[config.mk]
export PLATFORM = sky130hd
export DESIGN_NAME = run_ctrl
export DESIGN_NICKNAME = d
export VERILOG_FILES = /design/src/rtl/run_ctrl.sv
export SDC_FILE = /design/constraint.sdc
export NUM_CORES = 1
export LEC_CHECK = 0
export BUFFER_PORTS_ARGS = -buffer_cell sky130_fd_sc_hd__buf_2
export CORE_MARGIN = 2
export CORE_UTILIZATION = 28
export DETAILED_ROUTE_END_ITERATION = 10
export GPL_TIMING_DRIVEN = 0
export PLACE_DENSITY = 0.41
export SYNTH_ARGS = -nofsm -noshare
export SYNTH_HDL_FRONTEND = slang
export SYNTH_SLANG_ARGS = --single-unit
export TNS_END_PERCENT = 100
[constraint.sdc]
create_clock -name clk -period 8.26 [get_ports clk]
set_input_delay 2.478 -clock clk [delete_from_list [all_inputs] [get_ports clk]]
set_output_delay 2.478 -clock clk [all_outputs]
set_load 0.005 [all_outputs]
[src/rtl/run_ctrl.sv]
// Command-driven load/run controller: a host loads words into a circular buffer,
// then runs for a set number of cycles while the buffer drains to a downstream sink.
module run_ctrl #(
  parameter int DEPTH = 16,
  parameter int DW    = 32
) (
  input  logic          clk,
  input  logic          rst_n,
  input  logic          cmd_valid,
  output logic          cmd_ready,
  input  logic [2:0]    cmd_op,
  input  logic [63:0]   cmd_arg,
  input  logic          ld_valid,
  input  logic [DW-1:0] ld_data,
  output logic          ld_ready,
  output logic          out_valid,
  output logic [DW-1:0] out_data,
  input  logic          out_ready,
  output logic [2:0]    state,
  output logic          done,
  output logic          error,
  output logic [63:0]   cycle_cnt,
  output logic [63:0]   run_left
);

  localparam int AW = $clog2(DEPTH);
  localparam logic [AW:0]   DEPTH_W  = (AW+1)'(DEPTH);
  localparam logic [63:0]   DEPTH_64 = 64'(DEPTH);
  localparam logic [2:0]    OP_LOAD  = 3'd1;
  localparam logic [2:0]    OP_RUN   = 3'd2;
  localparam logic [2:0]    OP_POLL  = 3'd3;
  localparam logic [2:0]    OP_CLEAR = 3'd4;

  typedef enum logic [2:0] {
    ST_RESET = 3'd0,
    ST_LOAD  = 3'd1,
    ST_READY = 3'd2,
    ST_RUN   = 3'd3,
    ST_POLL  = 3'd4,
    ST_STOP  = 3'd5,
    ST_ERROR = 3'd6
  } state_t;

  state_t        r_state, w_state_nx;
  logic [DW-1:0] r_mem [DEPTH];
  logic [AW:0]   r_wr_ptr, r_rd_ptr, w_wr_ptr_nx, w_rd_ptr_nx, w_occ;
  logic [AW:0]   r_ld_left, w_ld_left_nx;
  logic [63:0]   r_cycle_cnt, r_run_left, w_run_left_nx;
  logic          r_done, r_error;
  logic [DW-1:0] r_out_data, w_out_data_nx;
  logic          w_empty, w_full, w_fire, w_push, w_pop, w_clear;
  logic          w_load_ok, w_run_ok;

  function automatic logic f_cmd_ready(input state_t s);
    case (s)
      ST_READY, ST_POLL, ST_STOP, ST_ERROR: f_cmd_ready = 1'b1;
      default:                              f_cmd_ready = 1'b0;
    endcase
  endfunction

  // Extra pointer MSB separates a full buffer from an empty one.
  assign w_occ     = r_wr_ptr - r_rd_ptr;
  assign w_empty   = (w_occ == {(AW+1){1'b0}});
  assign w_full    = (w_occ == DEPTH_W);
  assign cmd_ready = f_cmd_ready(r_state);
  assign ld_ready  = (r_state == ST_LOAD) && !w_full;
  assign out_valid = (r_state == ST_RUN) && !w_empty;
  assign w_fire    = cmd_valid && cmd_ready;
  assign w_push    = ld_valid && ld_ready;
  assign w_pop     = out_valid && out_ready;
  assign w_load_ok = (cmd_arg != 64'd0) && (cmd_arg <= (DEPTH_64 - 64'(w_occ)));
  assign w_run_ok  = (cmd_arg != 64'd0) && !w_empty;

  // Next-state and counter updates.
  always_comb begin
    w_state_nx     = r_state;
    w_ld_left_nx   = r_ld_left;
    w_run_left_nx  = r_run_left;
    w_clear        = 1'b0;
    case (r_state)
      ST_RESET: w_state_nx = ST_READY;
      ST_READY: begin
        if (w_fire) begin
          case (cmd_op)
            OP_LOAD: begin
              if (w_load_ok) begin
                w_state_nx   = ST_LOAD;
                w_ld_left_nx = cmd_arg[AW:0];
              end else begin
                w_state_nx = ST_ERROR;
              end
            end
            OP_RUN: begin
              if (w_run_ok) begin
                w_state_nx    = ST_RUN;
                w_run_left_nx = cmd_arg;
              end else begin
                w_state_nx = ST_ERROR;
              end
            end
            default: w_state_nx = ST_ERROR;
          endcase
        end else begin
          w_state_nx = r_state;
        end
      end
      ST_LOAD: begin
        if (w_push) begin
          w_ld_left_nx = r_ld_left - (AW+1)'(1);
          if (r_ld_left == (AW+1)'(1)) begin
            w_state_nx = ST_READY;
          end else begin
            w_state_nx = ST_LOAD;
          end
        end else begin
          w_state_nx = ST_LOAD;
        end
      end
      ST_RUN: begin
        w_run_left_nx = r_run_left - 64'd1;
        if (r_run_left == 64'd1) begin
          w_state_nx = ST_POLL;
        end else begin
          w_state_nx = ST_RUN;
        end
      end
      ST_POLL: begin
        if (w_fire) begin
          w_state_nx = (cmd_op == OP_POLL) ? ST_STOP : ST_ERROR;
        end else begin
          w_state_nx = ST_POLL;
        end
      end
      ST_STOP: begin
        if (w_fire) begin
          case (cmd_op)
            OP_POLL:  w_state_nx = ST_STOP;
            OP_CLEAR: begin
              w_state_nx = ST_READY;
              w_clear    = 1'b1;
            end
            default:  w_state_nx = ST_ERROR;
          endcase
        end else begin
          w_state_nx = ST_STOP;
        end
      end
      ST_ERROR: begin
        if (w_fire && (cmd_op == OP_CLEAR)) begin
          w_state_nx = ST_READY;
          w_clear    = 1'b1;
        end else begin
          w_state_nx = ST_ERROR;
        end
      end
      default: w_state_nx = ST_ERROR;
    endcase
  end

  // Pointer updates and the head word to present on the following cycle.
  always_comb begin
    w_wr_ptr_nx   = w_clear ? {(AW+1){1'b0}} : (r_wr_ptr + (AW+1)'(w_push));
    w_rd_ptr_nx   = w_clear ? {(AW+1){1'b0}} : (r_rd_ptr + (AW+1)'(w_pop));
    w_out_data_nx = {DW{1'b0}};
    // Writes never coincide with RUN, so the array already holds the next head.
    if ((w_state_nx == ST_RUN) && (w_wr_ptr_nx != w_rd_ptr_nx)) begin
      w_out_data_nx = r_mem[w_rd_ptr_nx[AW-1:0]];
    end else begin
      w_out_data_nx = {DW{1'b0}};
    end
  end

  // Control state and registered outputs.
  always_ff @(posedge clk or negedge rst_n) begin
    if (!rst_n) begin
      r_state     <= ST_RESET;
      r_wr_ptr    <= {(AW+1){1'b0}};
      r_rd_ptr    <= {(AW+1){1'b0}};
      r_ld_left   <= {(AW+1){1'b0}};
      r_cycle_cnt <= 64'd0;
      r_run_left  <= 64'd0;
      r_done      <= 1'b0;
      r_error     <= 1'b0;
      r_out_data  <= {DW{1'b0}};
    end else begin
      r_state     <= w_state_nx;
      r_wr_ptr    <= w_wr_ptr_nx;
      r_rd_ptr    <= w_rd_ptr_nx;
      r_ld_left   <= w_ld_left_nx;
      r_cycle_cnt <= r_cycle_cnt + 64'd1;
      r_run_left  <= w_run_left_nx;
      r_done      <= (w_state_nx == ST_STOP);
      r_error     <= (w_state_nx == ST_ERROR);
      r_out_data  <= w_out_data_nx;
    end
  end

  // Buffer storage; contents are don't-care until written.
  always_ff @(posedge clk) begin
    if (w_push) begin
      r_mem[r_wr_ptr[AW-1:0]] <= ld_data;
    end
  end

  assign state     = r_state;
  assign done      = r_done;
  assign error     = r_error;
  assign cycle_cnt = r_cycle_cnt;
  assign run_left  = r_run_left;
  assign out_data  = r_out_data;

endmodule
# == After elaboration in Yosys (flattened, before gate mapping) ==
# Memory sizes are Yosys's and may differ from the RTL's.
# Index checks and enable logic that the tools add are counted.
# totals
register_bits,180
memories,1
in_bits,104
output_inout_bits,168
mem_bits_rw,512
elab_cells,92
rom_bits,0
latchBits,0
# mem_list
name,depth,word_bits,rd,rd_clocked_by_memory_dff,wr,line_no,text
r_mem,16,32,1,0,1,45,logic [DW-1:0] r_mem [DEPTH];
# classes
n_eq_ne,23
reduce_logical,19
n_mul,0
bitwise_logic,0
mux,32
n_lt_le_gt_ge,1
n_div,0
n_addsub,7
shifts,0
# op_table
op,count
$mux W64,3
$pmux W64 S2,1
$add A64 B1 Y64 const B,1
$eq A64 B1 Y1 const B,1
$le A64 B64 Y1,1
$reduce_bool A64 Y1,1
$sub A64 B1 Y64 const B,1
$mux W32,1
$mux W5,6
$mux W3,7
$pmux W3 S7,1
$eq A3 B3 Y1 const B,6
$eq A3 B2 Y1 const B,5
$pmux W3 S2,2
$add A5 B1 Y5,2
$pmux W5 S2,1
$logic_and A1 B1 Y1,9
$ne A2 B2 Y1 const B,4
$eq A3 B1 Y1 const B,2
$mux W1,6
$mux W2,3
$sub A5 B5 Y6 const A,1
$eq A5 B1 Y1 const B,1
$eq A5 B5 Y1 const B,1
other kinds (12),15

# == Logic depth before layout (Yosys ltp) ==
# logic_depth
ltp_word,11
mapped_depth,22
depth_no_buf,21

# == Least setup slack after synthesis ==
# Ideal clock, no wire load.
# synth_path
kind,reg-to-reg
from,reg r_wr_ptr[0]
to,reg r_out_data[21] (netlist: out_data[21])
path_stages_with_launch,17
setup_time_ps,94
path_buffers,1
t_required_ps,8166
arrival_ps,7439
setup_slack_ps,727
synth_period_minus_slack_ps,7533
path_cell_list,dfrtp_1 inv_1 ha_1 fa_1 xor2_1 nand3_1 o21ai_0 ha_1 a21oi_1 o21ai_0 a221oi_1 o211ai_1 nor4_1 o31ai_1 nand3b_2 buf_4 a211oi_1
# synth_between
elab_chain_cells,11
elab_cells_between_ends,28
cone_classes,add/sub (4); order compare (1); eq/ne (3); mux (9); reduce/logical (10); memory (1)
# synth_rtl
item,line_no,text
from (decl),46,"logic [AW:0] r_wr_ptr, r_rd_ptr, w_wr_ptr_nx, w_rd_ptr_nx, w_occ;"
from (signal assigned),177,r_wr_ptr <= {(AW+1){1'b0}};
from (signal assigned),187,r_wr_ptr <= w_wr_ptr_nx;
$sub A5 B5 Y5 (*),62,assign w_occ = r_wr_ptr - r_rd_ptr;
$sub A5 B5 Y6 / $logic_not A5 Y1 (equally long branches),"71, 63",
$le A64 B64 Y1 / $logic_not A1 Y1 (equally long branches),"71, 72",
"$logic_and A1 B1 Y1, on equally long branches","71, 72",
"$mux W3, on equally long branches","86, 94",
$pmux W3 S2 (*),84,case (cmd_op)
$mux W3 (*),83,if (w_fire) begin
$pmux W3 S7 (*),80,case (r_state)
net w_state_nx[2],44,"state_t r_state, w_state_nx;"
$eq A3 B2 Y1 (*),166,if ((w_state_nx == ST_RUN) && (w_wr_ptr_nx != w_rd_ptr_nx)) begin
$logic_and A1 B1 Y1 (*),166,
$mux W32 (*),166,
net w_out_data_nx[21],50,"logic [DW-1:0] r_out_data, w_out_data_nx;"
to (signal assigned),184,r_out_data <= {DW{1'b0}};
to (signal assigned),194,r_out_data <= w_out_data_nx;
to (decl),50,
# The timed path passes the listed nets; every way through them passes the cells marked *.
# A chain may end at the register's enable or synchronous reset.

# == Worst setup path in the final report ==
# layout_path
from,reg r_wr_ptr[0]
to,reg r_out_data[10] (netlist: out_data[10])
# layout_between
elab_chain_cells,11
elab_cells_between_ends,28
cone_classes,add/sub (4); order compare (1); eq/ne (3); mux (9); reduce/logical (10); memory (1)
# layout_rtl
item,line_no,text
$sub A5 B5 Y5 (*),62,
$sub A5 B5 Y6,71,assign w_load_ok = (cmd_arg != 64'd0) && (cmd_arg <= (DEPTH_64 - 64'(w_occ)));
$le A64 B64 Y1,71,
$logic_and A1 B1 Y1,71,
$mux W3,86,if (w_load_ok) begin
$pmux W3 S2,84,
$mux W3,83,
$pmux W3 S7 (*),80,
net w_state_nx[1],44,
$eq A3 B2 Y1 (*),166,
$logic_and A1 B1 Y1 (*),166,
$mux W32 (*),166,
net w_out_data_nx[10],50,
# Marks and branches as above.

==> results.txt <==
Outcome - finished clean
Nets - 3,043
# Post-CTS Setup Buffers - 0
Number of core rows - 122
Crit path time final - 6.81 ns
Pin count of the biggest net entering global routing - 96
Fraction of layout cells with a size suffix above 1 - 17.3%
Worst setup EP type - flop
CP cell instances - inv_1 -> ha_1 -> fa_1 -> xor2_1 -> nand3_1 -> o21ai_4 -> buf_12 -> ha_1 -> nand4_1 -> nor3_1 -> nand4_1 -> a31oi_1 -> nor4_1 -> o31ai_1 -> nand3b_2 -> buf_4 -> a211oi_1
Vias in the first global route - 22,863
MaxCap Viol Count - 0
Synth warnings - 0
Largest area contributor in the netlist - edfxtp_1
First-pass GRT wire length - 158,000 µm
Placed insts - 4,260
Post-synth top cells - edfxtp_1, a21oi_1, nor2_1
GR Overflow Total - 0
R2R Setup Slk - 1.45 ns
CP Buf/Inv Count - 3
Dpl hpwl - 77,500 µm
Worst path required time - 8.75 ns
Yosys reg bits - 692
Hold Path Class - flop to flop
Initial Utilization - 28.2%
Area contributors post-synth - edfxtp_1, dfrtp_1, mux2i_1
RePlAce Congestion - 0.884
Sequential share of the synthesized area - 63.7%
Non-Filler Instances - 4,416
Final Cycle Share - 82.4%
Post-Syn Area per Cell - 12.6 µm²
Port buffer count - 271
Initial antenna violation count - 11
Footprint of the multi-input gates - 0.0107 mm²
Async SR Flop Fraction - 26.0%
Placed cell area - 0.0352 mm²
Critical path's top delay family - simple AND/OR/NAND/NOR gates
Cells after synthesis - 2,468
CTS Hold Bufs - 0
Vias - 22,576
DRT Pass-1 Iters - 6
Yosys cell types - 72
Post-layout util - 34.3%
DR DRC count - 0
Area share of the largest cell type after synthesis - 49.3%
Synthesized area - 0.0312 mm²
Post-CTS sizing - 0
Crit-path slowest cell - nor3_1
Die Y - 338 µm
Routed WL - 110,000 µm
Worst-skew pair later-pin latency - 0.66 ns
Register Area - 0.0199 mm²
Post-route clock skew - 0.0279 ns
EDFF count, synth - 512
Slew Viols, Final - 0
Synth-to-Final Area Change - 21.7%
Most frequent cell after synthesis - edfxtp_1
Most common flop cell mapped by yosys - edfxtp_1
Core footprint - 0.111 mm²
Leak - 13.8 nW
Clock buffer count from CTS - 84
RSZ-0062 raised after global routing - false
Net Count, Synth - 2,653
CP Max Fanout - 38
Ports - 272
CTS max path bufs - 3
Setup-failing EPs final - 0
Die W - 338 µm
FILL cells - 10,973
Hold WS - 0.478 ns
CTS tree - done
Actual slew at the worst max-slew pin - 1.26 ns
Max incr delay on CP - 0.79 ns
CP arrival - 7.30 ns
Number of vias per cell - 5.11
WL per Instance - 24.8 µm
Maximum vdd drop - 0.161 mV
Power Dens Cells - 295 mW/mm²
CTS sink count - 692
Max H-tree Level - 3
Total GRT Usage - 19.0%
Hold Vio Cnt, Final - 0
Iter 0 DRT Violations - 1,610
Highest Clock Rate - 0.147 GHz
Cell area after layout - 0.0380 mm²
Startpoint types - flop
Die area - 0.114 mm²
ANT nets after route - 0
Clock slew at reported path FFs - 0.06 ns
Root Buffer - clkbuf_16
Worst slew margin - 15.8%
WS Path Type - flop to flop
[layer usage]
metal	track usage, %	wire length [µm]
met5	0	86
met4	5.90	3410
met3	3.82	6800
met2	31.3	51700
met1	25.1	47700
[worst register-to-register path, stage by stage (launching register included)]
cell and delay (ns):
dfrtp_1 0.39, inv_1 0.10, ha_1 0.23, fa_1 0.41, xor2_1 0.26, nand3_1 0.20
o21ai_4 0.65, buf_12 0.31, ha_1 0.18, nand4_1 0.13, nor3_1 0.79, nand4_1 0.59
a31oi_1 0.54, nor4_1 0.22, o31ai_1 0.45, nand3b_2 0.40, buf_4 0.35, a211oi_1 0.46
[layout by cell type (no fill, tap or decap), types with 46 or more instances in the layout]
master,count
edfxtp_1,512
buf_2,277
a21oi_1,216
nor2_1,192
dfrtp_1,180
nand2_1,175
clkbuf_1,135
mux2i_1,127
nor3_1,100
clkbuf_16,86
o21ai_0,83
ha_1,80
a221oi_1,69
inv_1,63
xnor2_1,53
nand3_1,50
nand2b_1,46
[per-stage QoR]
stage	power, mW	setup slack, ns	TNS, ns
after detailed placement	7.55	0.981	0
after CTS	11.3	1.25	0
after global placement	7.47	-3.26	-128.58
final	11.2	1.45	0
after global routing	11.8	1.05	0
after floorplan	6.20	0.727	0
[area by class of cell]
cell class | count | area share [%]
clock inverters | 33 | 1.10
repair buffers | 304 | 5.24
flip-flops and latches | 692 | 52.3
inverters | 64 | 0.633
multi-input cells | 1576 | 28.1
plain buffers | 136 | 1.42
clock buffers | 122 | 6.26
well taps | 1488 | 4.90
diodes | 1 | 0.00659
[where the power goes]
part	switching [mW]	total (mW)	internal, mW
sequential	0.321	4.24	3.92
clock	1.51	3.73	2.23
combinational	2.05	3.25	1.20
total	3.88	11.2	7.34
[kinds of logic after synthesis]
family	Yosys count	share of synthesized area (%)
and+or+nand+nor	734	11.5
xor gates and xnor gates	79	2.22
muxes	164	6.53
adders and majority gates	81	3.27
buffers and inverters	200	2.49
DFF	692	63.7
AOI/OAI and AO/OA	518	10.3
[state kept, by name (all words and copies together) (netlist names)]
name       count
r_rd_ptr       5
state          3
out_data      32
r_ld_left      5
cycle_cnt     64
run_left      64
done           1
r_mem        512
r_wr_ptr       5
error          1
[worst paths after layout]
path	end	depth (start not counted)	startpoint
max	out_data[10]$_DFF_PN0_	17	r_wr_ptr[0]$_DFF_PN0_
min	cycle_cnt[63]$_DFF_PN0_	1	cycle_cnt[63]$_DFF_PN0_
max reg2reg	out_data[10]$_DFF_PN0_	17	r_wr_ptr[0]$_DFF_PN0_
min reg2reg	cycle_cnt[63]$_DFF_PN0_	1	cycle_cnt[63]$_DFF_PN0_
max in group asynchronous	run_left[30]$_DFFE_PN0P_	2	rst_n
min in group asynchronous	cycle_cnt[31]$_DFF_PN0_	1	rst_n
Note: power is estimated with default switching activity, not from simulation.
